### src/rtl/md_iter_ctrl.sv
// md_iter_ctrl: iterative shift-add multiply / restoring divide sequencer with RISC-V sign rules
module md_iter_ctrl #(
  parameter int WIDTH = 32
) (
  input  logic             clk_i,
  input  logic             rst_i,
  input  logic             valid_i,
  output logic             ready_o,
  input  logic [1:0]       op_i,
  input  logic [1:0]       signed_mode_i,
  input  logic [WIDTH-1:0] op_a_i,
  input  logic [WIDTH-1:0] op_b_i,
  input  logic             kill_i,
  output logic             valid_o,
  input  logic             ready_i,
  output logic [WIDTH-1:0] result_o,
  output logic             busy_o
);
  localparam int CW = $clog2(WIDTH);
  localparam logic [1:0] IDLE = 2'd0, CALC = 2'd1, FIN = 2'd2, DONE = 2'd3;
  localparam logic [1:0] MULL = 2'd0, MULH = 2'd1, DIV = 2'd2;
  logic [1:0]         state, op;
  logic               neg_a, neg_b;
  logic [WIDTH-1:0]   mag_a, mag_b, result;
  logic [2*WIDTH-1:0] acc;
  logic [WIDTH:0]     rem;
  logic [CW-1:0]      cnt;
  logic               accept, div_zero, in_sa, in_sb;
  logic [WIDTH-1:0]   abs_a, abs_b, quot, fin_res;
  logic [WIDTH:0]     add_sum;
  logic [2*WIDTH-1:0] mul_next, prod;
  logic [WIDTH+1:0]   sh, diff;
  assign ready_o  = state == IDLE;
  assign busy_o   = state != IDLE;
  assign valid_o  = state == DONE;
  assign result_o = result;
  // operand conditioning, one iteration step of each algorithm, and final sign correction
  always_comb begin
    accept   = valid_i & ready_o & ~kill_i;
    div_zero = op_i[1] & (op_b_i == '0);
    in_sa    = signed_mode_i[0] & op_a_i[WIDTH-1];
    in_sb    = (op_i[1] ? signed_mode_i[0] : signed_mode_i[1]) & op_b_i[WIDTH-1];
    abs_a    = in_sa ? -op_a_i : op_a_i;
    abs_b    = in_sb ? -op_b_i : op_b_i;
    add_sum  = {1'b0, acc[2*WIDTH-1:WIDTH]} + (acc[0] ? {1'b0, mag_a} : '0);
    mul_next = {add_sum, acc[WIDTH-1:1]};
    sh       = {rem, acc[WIDTH-1]};
    diff     = sh - {2'b00, mag_b};
    quot     = acc[WIDTH-1:0];
    prod     = (neg_a ^ neg_b) ? -acc : acc;
    fin_res  = op == MULL ? prod[WIDTH-1:0] :
               op == MULH ? prod[2*WIDTH-1:WIDTH] :
               op == DIV  ? ((neg_a ^ neg_b) ? -quot : quot) :
               (neg_a ? -rem[WIDTH-1:0] : rem[WIDTH-1:0]);
  end
  // control: state sequencing, iteration counter and result register
  always_ff @(posedge clk_i) begin
    if (rst_i) begin
      state  <= IDLE;
      cnt    <= '0;
      result <= '0;
    end else if (kill_i) begin
      state <= IDLE;
    end else begin
      unique case (state)
        IDLE: if (accept) begin
          state <= div_zero ? DONE : CALC;
          cnt   <= '0;
          if (div_zero) result <= op_i[0] ? op_a_i : '1;
        end
        CALC: begin
          cnt <= cnt + 1'b1;
          if (cnt == CW'(WIDTH - 1)) state <= FIN;
        end
        FIN: begin
          result <= fin_res;
          state  <= DONE;
        end
        default: if (ready_i) state <= IDLE;
      endcase
    end
  end
  // datapath: latch operand magnitudes on accept, then iterate while in CALC
  always_ff @(posedge clk_i) begin
    if (rst_i) begin
      op    <= MULL;
      neg_a <= 1'b0;
      neg_b <= 1'b0;
      mag_a <= '0;
      mag_b <= '0;
      acc   <= '0;
      rem   <= '0;
    end else if (accept) begin
      op    <= op_i;
      neg_a <= in_sa;
      neg_b <= in_sb;
      mag_a <= abs_a;
      mag_b <= abs_b;
      acc   <= {{WIDTH{1'b0}}, op_i[1] ? abs_a : abs_b};
      rem   <= '0;
    end else if (state == CALC) begin
      acc <= op[1] ? {{WIDTH{1'b0}}, acc[WIDTH-2:0], ~diff[WIDTH+1]} : mul_next;
      rem <= op[1] ? (diff[WIDTH+1] ? sh[WIDTH:0] : diff[WIDTH:0]) : rem;
    end
  end
endmodule

### config.mk
export PLATFORM = sky130hd
export DESIGN_NAME = md_iter_ctrl
export DESIGN_NICKNAME = d
export VERILOG_FILES = /design/src/rtl/md_iter_ctrl.sv
export SDC_FILE = /design/constraint.sdc
export NUM_CORES = 1
export LEC_CHECK = 0
export BUFFER_PORTS_ARGS = -buffer_cell sky130_fd_sc_hd__clkbuf_2
export CORE_MARGIN = 2
export CORE_UTILIZATION = 42
export CTS_BUF_LIST = sky130_fd_sc_hd__clkbuf_8
export CTS_CLUSTER_SIZE = 16
export DETAILED_ROUTE_END_ITERATION = 16
export PLACE_DENSITY = 0.57
export RECOVER_POWER = 100
export SKIP_CTS_REPAIR_TIMING = 1
export SKIP_LAST_GASP = 1
export SLEW_MARGIN = 20
export SYNTH_ARGS = -nofsm -noshare
export SYNTH_HDL_FRONTEND = slang
export SYNTH_SLANG_ARGS = --single-unit
### constraint.sdc
create_clock -name clk_i -period 8.7 [get_ports clk_i]
set_input_delay 0.435 -clock clk_i [delete_from_list [all_inputs] [get_ports clk_i]]
set_output_delay 0.435 -clock clk_i [all_outputs]
set_load 0.01 [all_outputs]
Yosys cells after proc, flatten, opt, wreduce, memory -nomap -nowiden --
Index checks and enable logic that the tools add are counted.
Storage, ports and cells: flip-flop bits (word level) 204, input bits 73, output and inout port bits 35, word-level logic and storage cells 76
Operators by class: add/subtract/negate cells 8, eq/ne operators 9, mux-type cells 26, bitwise operators 8, reduce and logical (&&, ||, !) cells 14
Operators with widths (count):
- 2-to-1 mux 32 bit | 14
- 2-to-1 mux 64 bit | 2
- negation 32 bit | 4
- negation 64 bit | 1
- case mux 32 bit (2 select lines) | 1
- subtractor 34 x 32 -> 34 bit | 1
- adder 32 x 32 -> 33 bit | 1
- 2-to-1 mux 33 bit | 1
- zero test 32 bit | 1
- case mux 5 bit (2 select lines) | 1
- 2-to-1 mux 2 bit | 4
- nonzero test 2 bit | 4
- equality test 2 bit (second input constant) | 3
- case mux 2 bit (3 select lines) | 1
- AND reduction 3 bit | 2
- adder 5 x 1 -> 5 bit (second input constant) | 1
- bitwise AND 1 bit | 5
- equality test 5 bit (second input constant) | 1
- 2-to-1 mux 5 bit | 1
- equality test 2 x 1 -> 1 bit (second input constant) | 2
- zero test 2 bit | 2
- != test 2 x 1 -> 1 bit (second input constant) | 2
- AND reduction 4 bit | 1
- nonzero test 4 bit | 1
- 6 further kinds | 8

Depth between registers and ports, before layout --
Gate-level depths: netlist of the first run.
depth after elaboration 6, gate-level depth with buffers 15, gate-level depth less buffers 13

Least setup slack after synthesis of the first run --
OpenSTA, ideal clock, no wires.
path type register -> register, start register rem[5], end register rem[10], setup time 0.132 ns, arrival 3.119 ns, required time 8.568 ns, slack 5.449 ns, cell stages (with the launch flop) 12, path buffers 1, period minus slack after synthesis 3.251 ns, cells stage by stage dfxtp_1 ha_1 and3_1 and3_1 a21oi_1 o21ai_1 a211oi_1 o21ai_1 xor2_1 buf_2 mux2i_1 a21oi_1
Between the ends: word-level cells in the longest chain between the ends 2
Ends and longest elaborated chain:
- from (decl) | line 26 | logic [WIDTH:0] rem;
- from (signal assigned) | line 103 | rem <= op[1] ? (diff[WIDTH+1] ? sh[WIDTH:0] : diff[WIDTH:0]) : rem;
- subtractor 34 x 32 -> 34 bit | line 48 | diff = sh - {2'b00, mag_b};
- 2-to-1 mux 33 bit | line 103
Every way passes these cells. A chain may end at the register's enable or synchronous reset.

Worst setup path after layout of the first run --
start register state[0], end register acc[60]
Between the ends: word-level cells in the longest chain between the ends 4, elaborated cells between the ends (all ways) 5, classes of those cells eq/ne: 1; bitwise: 2; reduce/logical: 2
Ends and longest elaborated chain:
- from (decl) | line 22 | logic [1:0] state, op;
- from (signal assigned) | line 67 | state <= div_zero ? DONE : CALC;
- zero test 2 bit | line 33 | assign ready_o = state == IDLE;
- bitwise AND 1 bit (2 in series) | line 39 | accept = valid_i & ready_o & ~kill_i;
- OR reduction 2 bit (no source line)
- to (signal assigned) | line 99 | acc <= {{WIDTH{1'b0}}, op_i[1] ? abs_a : abs_b};
- to (signal assigned) | line 102 | acc <= op[1] ? {{WIDTH{1'b0}}, acc[WIDTH-2:0], ~diff[WIDTH+1]} : mul_next;
- to (decl) | line 25 | logic [2*WIDTH-1:0] acc;
Parallel ways exist; a longest one is shown, timed or not.

==> results of run 1 <==
==> per-layer routing <==
metal / part of all wire (%) / vias up / track usage (%)
met4: 2.7 / 0 / 8.47
met1: 47 / 7915 / 39.1
met5: 0 / - / 0
met3: 6.6 / 99 / 4.22
met2: 44 / 572 / 43.9
li1: - / 8017 / -
==> state kept, by name, summed over array words and instances (netlist names), 2 cells and up <==
signal,flops
result_o,32
mag_a,32
mag_b,32
rem,33
op,2
cnt,5
acc,64
state,2
==> Yosys cell counts, types with 6 or more instances <==
cell type  instances
a211o_1            6
clkbuf_1         125
o22ai_1           18
nor4_1            20
o41ai_1           13
o31ai_1           23
a31oi_1           21
a211oi_1          74
xnor2_1           85
nand3b_1           6
o211ai_1          49
and3_1            21
ha_1              75
buf_1              6
o21a_1            13
or3_1             17
nor2_1           218
xor2_1           104
nor2b_1           21
o21ai_0          145
nand2b_1          17
dfxtp_1          204
a21o_1            36
nand4_1           11
o221ai_1          14
a22oi_1           11
o21bai_1          10
a221oi_1           6
mux2i_1           71
or4_1             15
and2_1            40
a32o_1             6
a21oi_1          218
nand2_1          192
nand3_1           36
a22o_1             8
inv_1             85
nor3_1            57
==> metrics by stage <==
step / cell area (sq um) / hold slack, ns / power (W)
final: 17900 / 0.0997 / 0.00260
after global routing: 17900 / 0.0954 / 0.00271
after CTS: 18000 / 0.0658 / 0.00261
after detailed placement: 17200 / 0.447 / 0.00158
after global placement: 17200 / 0.443 / 0.00157
after floorplan: 16300 / 0.432 / 0.00140
==> critical path, delay by kind of cell (launching register included) <==
kind | cells | cell delay (ns)
AOI/OAI and AO/OA | 2 | 0.34
adders and majority gates | 1 | 0.27
and+or+nand+nor | 4 | 1.11
DFF | 1 | 0.35
buffers and inverters | 4 | 3.49
==> worst max-delay path by stage <==
| stage | endpoint | start | slack, ns |
|---|---|---|---|
| detailed placement | result_o[31] | op_b_i[4] | 4.13 |
| global route | acc[60] | state[0] | 2.39 |
| floorplan | rem[10] | rem[5] | 5.45 |
| global placement | result_o[31] | op_b_i[4] | 4.21 |
| CTS | result_o[31] | op_b_i[4] | 4.75 |
| finish | acc[60] | state[0] | 2.96 |
==> cells by family after synthesis <==
kind of cell,after synthesis,synth area share (%)
and+or+nand+nor,700,20.6
DFF,204,25.1
muxes,75,4.64
buffers and inverters,226,5.36
adders and majority gates,77,6.01
xor gates and xnor gates,189,10.2
AOI/OAI and AO/OA,719,28.2
==> where the power goes <==
part           internal [W]  switching [W]
clock              0.000560       0.000468
combinational      0.000200       0.000364
sequential         0.000972      0.0000368
total               0.00173       0.000869
==> cell usage in the layout (no fill, tap or decap), types with 44 or more instances in the layout <==
master    count
clkbuf_1     44
o21ai_0     147
inv_1        96
ha_1         74
dfxtp_1     203
xnor2_1      84
nor2_1      218
a21oi_1     218
xor2_1      102
mux2i_1      71
a211oi_1     74
clkbuf_2     69
o211ai_1     49
nand2_1     192
clkbuf_8     55
nor3_1       58
==> final cells by class <==
cell class,instances,area (sq um)
Antenna cell,1,2.50
Clock inverter,16,66.3
Fill cell,3990,20600
Sequential cell,204,4090
Clock buffer,55,757
Timing Repair Buffer,133,661
Multi-Input combinational cell,1760,11400
Tap cell,518,648
Inverter,87,327
==> impl_results.md, run 1 <==
- Outcome: finished with violations
- Violated checks: max-capacitance violations, max-slew violations
- Fin crit share: 66.0%
- CTS tree: yes
- Placed Cells incl. Taps: 2,702
- Main flop type after synthesis: dfxtp_1
- WL final: 58.1 mm
- Worst hold path depth: 2
- Final ANT Viol Nets: 0
- Area Overhead vs Synth: 9.96%
- Synthesized Nets: 2,340
- Power Density: 145 nW/um^2
- Crit Path Class: register to register
- Final Util: 46.6%
- Grt total ovfl: 0
- Die area: 40,400 sq um
- I/O pin count: 108
- Post-synth top area share: 25.1%
- Largest net degree at the start of global routing: 79
- Setup tns final: 0 ns
- Worst EP arrival: 6.20 ns
- Critical Path RT: 9.16 ns
- Hold_sp: kill_i
- H-tree depth: 2
- Initial Util: 42.3%
- DRT iter0 DRCs: 1,444
- Worst slew pin tran: 3.68 ns
- Hold crit path type: input pin to register
- DR pass1 iterations: 8
- Synth Cell Area: 16,300 sq um
- PortBufs: 107
- Crit path max fanout: 62
- Post-synth cell types: 77
- Synth area leaders: dfxtp_1 (25%), a21oi_1 (6.7%), ha_1 (5.8%)
- Slew HR: -145%
- Share of layout cells above drive strength 1: 7.85%
- Hold Vio Cnt, Final: 0
- Slowest Stage Delay on Critical Path: 1.93 ns
- Final min period: 5.74 ns
- Die Width: 201 um
- Worst slack at placement: 4.13 ns
- Flop and latch count out of synthesis: 204
- Overall Global Routing Usage: 27.8%
- Clk pin slew, worst setup/hold paths: 0.06 ns
- Synthesized area per cell: 7.44 sq um
- Avg WL per Cell: 21.0 um
- Final nets: 2,378
- RSZ-0062 raised after global routing: no
- Clock buffer depth: 3
- Max Cap Viol: 5
- Worst setup SP type: register
- Final Skew: 0.0216 ns
- Final setup violation count: 0
- Leak pwr: 7.02 nW
- First-pass GRT wire length: 88.9 mm
- Yosys top cell by area: dfxtp_1
- Via Count: 16.6k
- Maximum VDD drop: 0.0000784 V
- Hold EP: state[1]
- Reg2reg end: acc[60]
- Later-pin clock latency in the skew report: 0.61 ns
- CTS buffer count: 42
- Ys async rst share: 0%
- Number of max-slew violations in the final report: 219
- Detailed placer's ending HPWL: 43.2 mm
- Cells after Synth: 2,190
- Reg2reg start: state[0]
- Global placement routability congestion: 0.947
- Site row count: 72
- CP max-delay cell: clkbuf_1
- Post-synth EDFFs: 0
- Non-Filler Instances: 2,774
- Synth warnings: 0
- CP Cell Sequence: inv_1, ha_1, inv_1, nor3_1, clkbuf_1, clkbuf_1, nor2_1, nand2_1, nor3b_1, a211oi_1, o21ai_0
- R2r setup slk: 2.96 ns
- Die height: 201 um
- Initial antenna violation count: 0
- PnR worst setup slack: 2.96 ns
- Sink Count: 204
- Max Fclk: 174 MHz
- Seq/Total Area, Yosys: 25.1%
- Vias per cell: 5.99
- Vias in the first global route: 15.3k
- R2r worst-path depth: 11
- Clock Tree Root: clkbuf_8
- Drc violations: 0
- Crit path capture type: register
- CORE AREA: 38,500 sq um
Note: power is estimated with default switching activity, not from simulation.
==> inputs of run 2 (changes only) <==
--- a/config.mk
+++ b/config.mk
@@ -5,13 +5,14 @@
 export SDC_FILE = /design/constraint.sdc
 export NUM_CORES = 1
 export LEC_CHECK = 0
+export ABC_AREA = 1
 export BUFFER_PORTS_ARGS = -buffer_cell sky130_fd_sc_hd__clkbuf_2
 export CORE_MARGIN = 2
 export CORE_UTILIZATION = 42
 export CTS_BUF_LIST = sky130_fd_sc_hd__clkbuf_8
 export CTS_CLUSTER_SIZE = 16
 export DETAILED_ROUTE_END_ITERATION = 16
-export PLACE_DENSITY = 0.57
+export PLACE_DENSITY = 0.59
 export RECOVER_POWER = 100
 export SKIP_CTS_REPAIR_TIMING = 1
 export SKIP_LAST_GASP = 1
==> constraint.sdc (replaced) <==
create_clock -name clk_i -period 5 [get_ports clk_i]
set_input_delay 0.25 -clock clk_i [delete_from_list [all_inputs] [get_ports clk_i]]
set_output_delay 0.25 -clock clk_i [all_outputs]
set_load 0.01 [all_outputs]
==> run 2 against run 1 <==
The flow finishes with violations (negative hold slack). Hold slack got worse by 0.14 ns. Die area increased by 12%. Non-clock buffer count decreased by 2. Sequential cell count unchanged. Critical endpoint is now acc[8]. Largest power group unchanged.
==> impl_results.md, run 2 <==
- Most crowded layer after global routing: met2
- First-pass GRT wire length: 122 mm (+37%)
- Largest net degree at the start of global routing: 43 (-46%)
- Ys async rst share: 0% (unchanged)
- Slowest Stage Delay on Critical Path: 0.85 ns (-1.08 ns)
- Placed Area: 19,300 sq um (+12%)
- Overall Global Routing Usage: 36.0% (+8.2 points)
- Global placement routability congestion: 1.03 (+8.5%)
- Area Overhead vs Synth: 10.0% (about the same)
- CTS tree: yes
- Yosys top cell by area: dfxtp_1
- Minimum hold slack: -0.0378 ns (-0.138 ns)
- PnR worst setup slack: 1.16 ns (-1.80 ns)
- Crit path capture type: register
- Flip-flop count of the largest register after layout: 64 (unchanged)
- Main flop type after synthesis: dfxtp_1
- DR pass1 iterations: 6 (-2)
- Top reg by flops: acc
- Via Count: 21.1k (+27%)
- Seq/Total Area, Yosys: 22.3% (-2.8 points)
- Final Skew: 0.0423 ns (+0.0207 ns)
- Vias per cell: 5.64 (-5.7%)
- Max Cap Viol: 0 (-5)
- I/O pin count: 108 (unchanged)
- CP Cell Sequence: inv_1, ha_1, nand2_1, nor2_1, clkinv_1, nor2_2, clkbuf_1, inv_1, o21ai_0, a21oi_1, a211oi_1
- Post-synth top cells: nand2_1 (780), inv_1 (385), nor2_1 (297)
- Post-synth cell types: 61 (-21%)
- Flop and latch count out of synthesis: 204 (unchanged)
- Worst slack at placement: 1.88 ns (-2.25 ns)
- Final setup violation count: 0 (unchanged)
- Clock buffer depth: 3 (unchanged)
- CP max-delay cell: clkbuf_1
- Detailed placer's ending HPWL: 66.1 mm (+53%)
- Non-Filler Instances: 3,739 (+35%)
- Top cell by count, worst path: inv_1
- Grt total ovfl: 0 (unchanged)
- Hold crit path type: input pin to register
- Met3 usage: 5.53% (+1.3 points)
- Synth area leaders: dfxtp_1 (22%), nand2_1 (16%), inv_1 (7.9%)
- Die area: 45,300 sq um (+12%)
- Top-count cell post-synth: nand2_1
- DRT iter0 DRCs: 1,974 (+37%)
- Antenna fix cells: 0 (-1)
- Worst slew pin tran: 1.20 ns (-2.48 ns)
- Sink Count: 204 (unchanged)
- Power Density: 263 nW/um^2 (+81%)
- RSZ-0062 raised after global routing: no
- Setup tns final: 0 ns (unchanged)
- Share of layout cells above drive strength 1: 8.34% (+0.49 points)
- Fin crit share: 76.8% (+11 points)
- Post-synth top area share: 22.3% (-2.8 points)
- Crit Path Class: register to register
- Post-synth EDFFs: 0 (unchanged)
- Drc violations: 0 (unchanged)
- Worst setup SP type: register
- Final nets: 3,273 (+38%)
- Final ANT Viol Nets: 0 (unchanged)
- Initial antenna violation count: 2 (+2)
- Crit path max fanout: 24 (-61%)
- Violated checks: negative hold slack
- Final min period: 3.84 ns (-1.90 ns)
- Commonest non-fill, non-tap cells in the layout: nand2_1 (781), inv_1 (396), nor2_1 (294)
- Vias in the first global route: 19.5k (+27%)
- Met1 Usage GRT: 46.7% (+7.7 points)
- PortBufs: 107 (unchanged)
- Synth Area in XOR/XNOR: 4.07% (-6.1 points)
- Worst EP arrival: 4.39 ns (-1.81 ns)
- H-tree depth: 2 (unchanged)
- Registers with the most flip-flops: acc x64, rem x33
- Leak pwr: 9.73 nW (+39%)
- Hold Vio Cnt, Final: 7 (+7)
- Number of max-slew violations in the final report: 0 (-100%)
- Largest family of logic cells by synthesized area: simple AND/OR/NAND/NOR gates
- Later-pin clock latency in the skew report: 0.64 ns (+0.03 ns)
- Avg WL per Cell: 22.0 um (+5.1%)
- Final Cell Area: 20,100 sq um (+12%)
- R2r worst-path depth: 11 (unchanged)
- Outcome: finished with violations
- Synthesized Nets: 3,207 (+37%)
- Die Width: 213 um (+5.9%)
- Placed Cells incl. Taps: 3,665 (+36%)
- WL final: 82.4 mm (+42%)
- CORE AREA: 43,100 sq um (+12%)
- Critical Path RT: 5.55 ns (-3.61 ns)
- Clock Tree Root: clkbuf_8
- Adder and majority gate portion of the synthesized area: 5.34% (-0.66 points)
- M2 GR Usage: 57.6% (+14 points)
- Slew HR: 19.8% (+170 points)
- Synth Cell Area: 18,300 sq um (+12%)
- Compound-Gate Fraction of Synth Area: 20.9% (-7.3 points)
- Die height: 213 um (+5.9%)
- Max Fclk: 260 MHz (+49%)
- Initial Util: 42.5% (+0.16 points)
- Multiplexer area fraction after synthesis: 0% (-4.6 points)
- Site row count: 76 (+5.6%)
- Commonest non-fill, non-tap cell in the layout: nand2_1
- Clk pin slew, worst setup/hold paths: 0.06 ns (about the same)
- Simple-Gate Fraction of Synth Area: 36.5% (+16 points)
- Maximum VDD drop: 0.000200 V (+150%)
- Worst hold path depth: 3 (+1)
- Synth warnings: 0 (unchanged)
- Synthesized area per cell: 5.99 sq um (-19%)
- Cells after Synth: 3,057 (+40%)
- CTS buffer count: 41 (-2.4%)
[run 2: changes by cell type after synthesis, sizes merged, moves of 67 or more]
cell	change
a211oi	-71
mux2i	-71
o21ai	+79
inv	+308
nand2	+613
nor2	+103
xnor2	-67
nand3	+256
[run 2: stage by stage]
step	utilization [%]	power, W
4_1_cts	47.0	0.00528
3_3_place_gp	44.7	0.00322
5_1_grt	46.8	0.00551
6_report	46.8	0.00529
3_5_place_dp	44.7	0.00322
2_1_floorplan	-	0.00273
[run 2: power by group]
part / total, W / internal, W / switching, W
sequential: 0.00176 / 0.00169 / 0.0000737
combinational: 0.00146 / 0.000409 / 0.00105
clock: 0.00207 / 0.00121 / 0.000854
[run 2: final timing paths]
kind / end / startpoint / slack, ns
hold reg to reg: cnt[4] / cnt[4] / 0.47
setup reg to reg: acc[8] / state[1] / 1.16
setup / recovery: acc[8] / state[1] / 1.16
hold / removal: result_o[2] / op_a_i[2] / -0.04
[run 2: routing by layer]
layer | share of wire [%] | wire [um]
met1 | 42 | 34500
met2 | 45 | 37100
met3 | 7.4 | 6080
met4 | 5.6 | 4650
met5 | 0.049 | 40
[run 2: cell families after synthesis]
kind of cell    count (synthesis)
simple gates                 1533
compound gates                653
buf+inv                       505
flops                         204
xor+xnor                       85
fa+ha+maj                      77
[run 2: layout make-up]
class	count	area (sq um)
Clock buffer	53	729
Clock inverter	21	226
Fill cell	4820	22900
Inverter	397	1490
Multi-Input combinational cell	2348	12200
Sequential cell	204	4080
Tap cell	585	732
Timing Repair Buffer	131	668
[run 2: critical path: cells and delay by family (launching register included)]
family          cells  cell delay [ns]
flops               1             0.34
simple gates        3             0.74
fa+ha+maj           1             0.31
compound gates      3             0.68
buf+inv             4             1.65
==> inputs of run 3 (changes only) <==
--- a/config.mk
+++ b/config.mk
@@ -5,14 +5,14 @@
 export SDC_FILE = /design/constraint.sdc
 export NUM_CORES = 1
 export LEC_CHECK = 0
-export ABC_AREA = 1
+export ABC_AREA = 0
 export BUFFER_PORTS_ARGS = -buffer_cell sky130_fd_sc_hd__clkbuf_2
 export CORE_MARGIN = 2
 export CORE_UTILIZATION = 42
 export CTS_BUF_LIST = sky130_fd_sc_hd__clkbuf_8
 export CTS_CLUSTER_SIZE = 16
 export DETAILED_ROUTE_END_ITERATION = 16
-export PLACE_DENSITY = 0.59
+export PLACE_DENSITY = 0.57
 export RECOVER_POWER = 100
 export SKIP_CTS_REPAIR_TIMING = 1
 export SKIP_LAST_GASP = 1
==> constraint.sdc (replaced) <==
create_clock -name clk_i -period 4.05 [get_ports clk_i]
set_input_delay 0.2025 -clock clk_i [delete_from_list [all_inputs] [get_ports clk_i]]
set_output_delay 0.2025 -clock clk_i [all_outputs]
set_load 0.01 [all_outputs]
==> run 3 against run 2 <==
The flow now finishes without violations. Power grew 9.4%. First-iteration DRC count shrank 27%. Final cell count shrank 25%. Design area shrank 9.4%. Register-to-register slack lost 0.77 ns. Count of clock-buffer cells in the layout grew 1. Sequential share of layout area grew 2.1 points. Global-route usage shrank 7.8 points. Combinational power shrank 16%. Wire length shrank 28%. Critical path depth is the same. Sequential power grew 23%.
==> impl_results.md, run 3 (synthesized netlist as in run 1, its figures left out) <==
- Global placement routability congestion: 0.962 (-6.3%)
- Crit. Startpoint: acc[0]
- Worst EP arrival: 4.11 ns (-0.28 ns)
- Slew HR: 20.7% (+0.89 points)
- Top reg by flops: acc
- Worst path depth: 11 (unchanged)
- R2r setup slk: 0.39 ns (-0.77 ns)
- Hold Vio Cnt, Final: 0 (-7)
- Slowest Stage Delay on Critical Path: 0.46 ns (-0.39 ns)
- Grt total ovfl: 0 (unchanged)
- Detailed placer's ending HPWL: 44.3 mm (-33%)
- Worst slew pin tran: 1.19 ns (-0.0121 ns)
- RSZ-0062 raised after global routing: no
- WL final: 59.0 mm (-28%)
- First-pass GRT wire length: 90.3 mm (-26%)
- Initial antenna violation count: 0 (-2)
- Top cell by count, worst path: o21ai_0
- Final min period: 3.66 ns (-0.185 ns)
- Outcome: finished, final reports clean
- Die Width: 201 um (-5.6%)
- Vias in the first global route: 15.4k (-21%)
- FILL cells: 3,979 (-17%)
- Commonest non-fill, non-tap cell in the layout: a21oi_1
- Site row count: 72 (-5.3%)
- R2r worst-path depth: 11 (unchanged)
- CTS buffer count: 42 (+2.4%)
- Share of layout cells above drive strength 1: 9.09% (+0.75 points)
- Final nets: 2,413 (-26%)
- Total power: 0.00579 W (+9.4%)
- Avg WL per Cell: 21.0 um (-4.6%)
- Clk pin slew, worst setup/hold paths: 0.06 ns (about the same)
- Crit path max fanout: 30 (+25%)
- Crit path capture type: register
- Non-Filler Instances: 2,807 (-25%)
- H-tree depth: 2 (unchanged)
- Final Cell Area: 18,200 sq um (-9.4%)
- Setup tns final: 0 ns (unchanged)
- Final setup violation count: 0 (unchanged)
- DR pass1 iterations: 7 (+1)
- Max Fclk: 273 MHz (+5.0%)
- CP Cell Sequence: clkbuf_2, and2_1, ha_1, and2_1, nand3_1, or4_1, o21ai_0, nand3_1, o21ai_0, mux2i_1, o21ai_0
- PortBufs: 107 (unchanged)
- Area Overhead vs Synth: 12.0%
- Hold crit path type: input pin to register
- Power Density: 317 nW/um^2 (+21%)
- Placed Cells incl. Taps: 2,732 (-25%)
- Via Count: 16.7k (-21%)
- Sink Count: 204 (unchanged)
- Die height: 201 um (-5.6%)
- Initial Util: 42.3% (-0.16 points)
- Commonest non-fill, non-tap cells in the layout: a21oi_1 (218), nor2_1 (217), dfxtp_1 (203)
- Flip-flop count of the largest register after layout: 64 (unchanged)
- Crit Path Class: register to register
- Overall Global Routing Usage: 28.3% (-7.8 points)
- Registers with the most flip-flops: acc x64, rem x33
- Largest net degree at the start of global routing: 69 (+60%)
- Maximum VDD drop: 0.000208 V (+4.4%)
- CP max-delay cell: o21ai_0
- Later-pin clock latency in the skew report: 0.61 ns (-0.03 ns)
- Placed Area: 17,400 sq um (-9.6%)
- WP buf/inv: 1 (-3)
- Setup crit end: acc[60]
- Leak pwr: 7.21 nW (-26%)
- Reg2reg start: acc[0]
- DR top layer: met4
- Antenna fix cells: 0 (unchanged)
- Drc violations: 0 (unchanged)
- Vias per cell: 5.93 (+5.2%)
- Final Skew: 0.0178 ns (-0.0245 ns)
- Worst slack at placement: 0.585 ns (-1.29 ns)
- Reg2reg end: acc[60]
- Die area: 40,400 sq um (-11%)
- Critical Path RT: 4.51 ns (-1.04 ns)
- Worst setup SP type: register
- DRT iter0 DRCs: 1,434 (-27%)
- Met3 Routed Length: 3.77 mm (-38%)
- Met2 routed WL: 26.1 mm (-30%)
- CORE AREA: 38,500 sq um (-11%)
- CTS tree: yes
- Fin crit share: 90.3% (+13 points)
- Met1 Wirelength: 27.7 mm (-20%)
- I/O pin count: 108 (unchanged)
- PnR worst setup slack: 0.392 ns (-0.765 ns)
- CP delay by family, top: simple AND/OR/NAND/NOR gates
- Clock Tree Root: clkbuf_8
- Clock buffer depth: 3 (unchanged)
- Number of max-slew violations in the final report: 0 (unchanged)
- Final ANT Viol Nets: 0 (unchanged)
- Max Cap Viol: 0 (unchanged)
-- run 3: how the worst min path moves through the flow --
stage                           start           end  slack [ns]  cells after the start
final                       op_b_i[5]      mag_b[5]       0.008                      4
after global routing       op_a_i[17]  result_o[17]        0.01                      3
after CTS                      kill_i      state[1]       -0.14                      2
after detailed placement    mag_a[31]     mag_a[31]        0.44                      2
after global placement    result_o[2]   result_o[2]        0.44                      2
after floorplan                kill_i      state[1]        0.28                      1
-- run 3: area by class of cell --
cell class                 instances  area [sq um]  area share, %
inverter                          87           327           1.79
clock inverter                    16           146          0.802
sequential                       204          4090           22.4
tap                              518           648           3.55
multi-input combinational       1760         11400           62.2
clock buffer                      54           743           4.07
timing repair buffer             168           940           5.15
-- run 3: worst reg2reg max path: stages (launching register included) --
cell,delay (ns)
dfxtp_1,0.41
clkbuf_2,0.38
and2_1,0.29
ha_1,0.37
and2_1,0.22
nand3_1,0.12
or4_1,0.42
o21ai_0,0.46
nand3_1,0.26
o21ai_0,0.27
mux2i_1,0.22
o21ai_0,0.09
-- run 3: per-layer routing --
metal | track usage, % | up-vias
met3 | 4.27 | 102
met5 | 0 | -
met4 | 7.99 | 0
met1 | 40.0 | 7911
li1 | - | 8107
met2 | 44.5 | 535
-- run 3: per-stage QoR --
stage	utilization, %	hold WS, ns
6_report	47.4	0.00810
5_1_grt	47.4	0.0120
4_1_cts	47.6	-0.140
3_5_place_dp	45.3	0.445
3_3_place_gp	45.3	0.442
2_1_floorplan	-	0.281
-- run 3: where the power goes --
part | internal (W) | switching (W)
logic | 0.000440 | 0.000790
registers | 0.00209 | 0.0000793
clock network | 0.00138 | 0.00101
total | 0.00390 | 0.00188
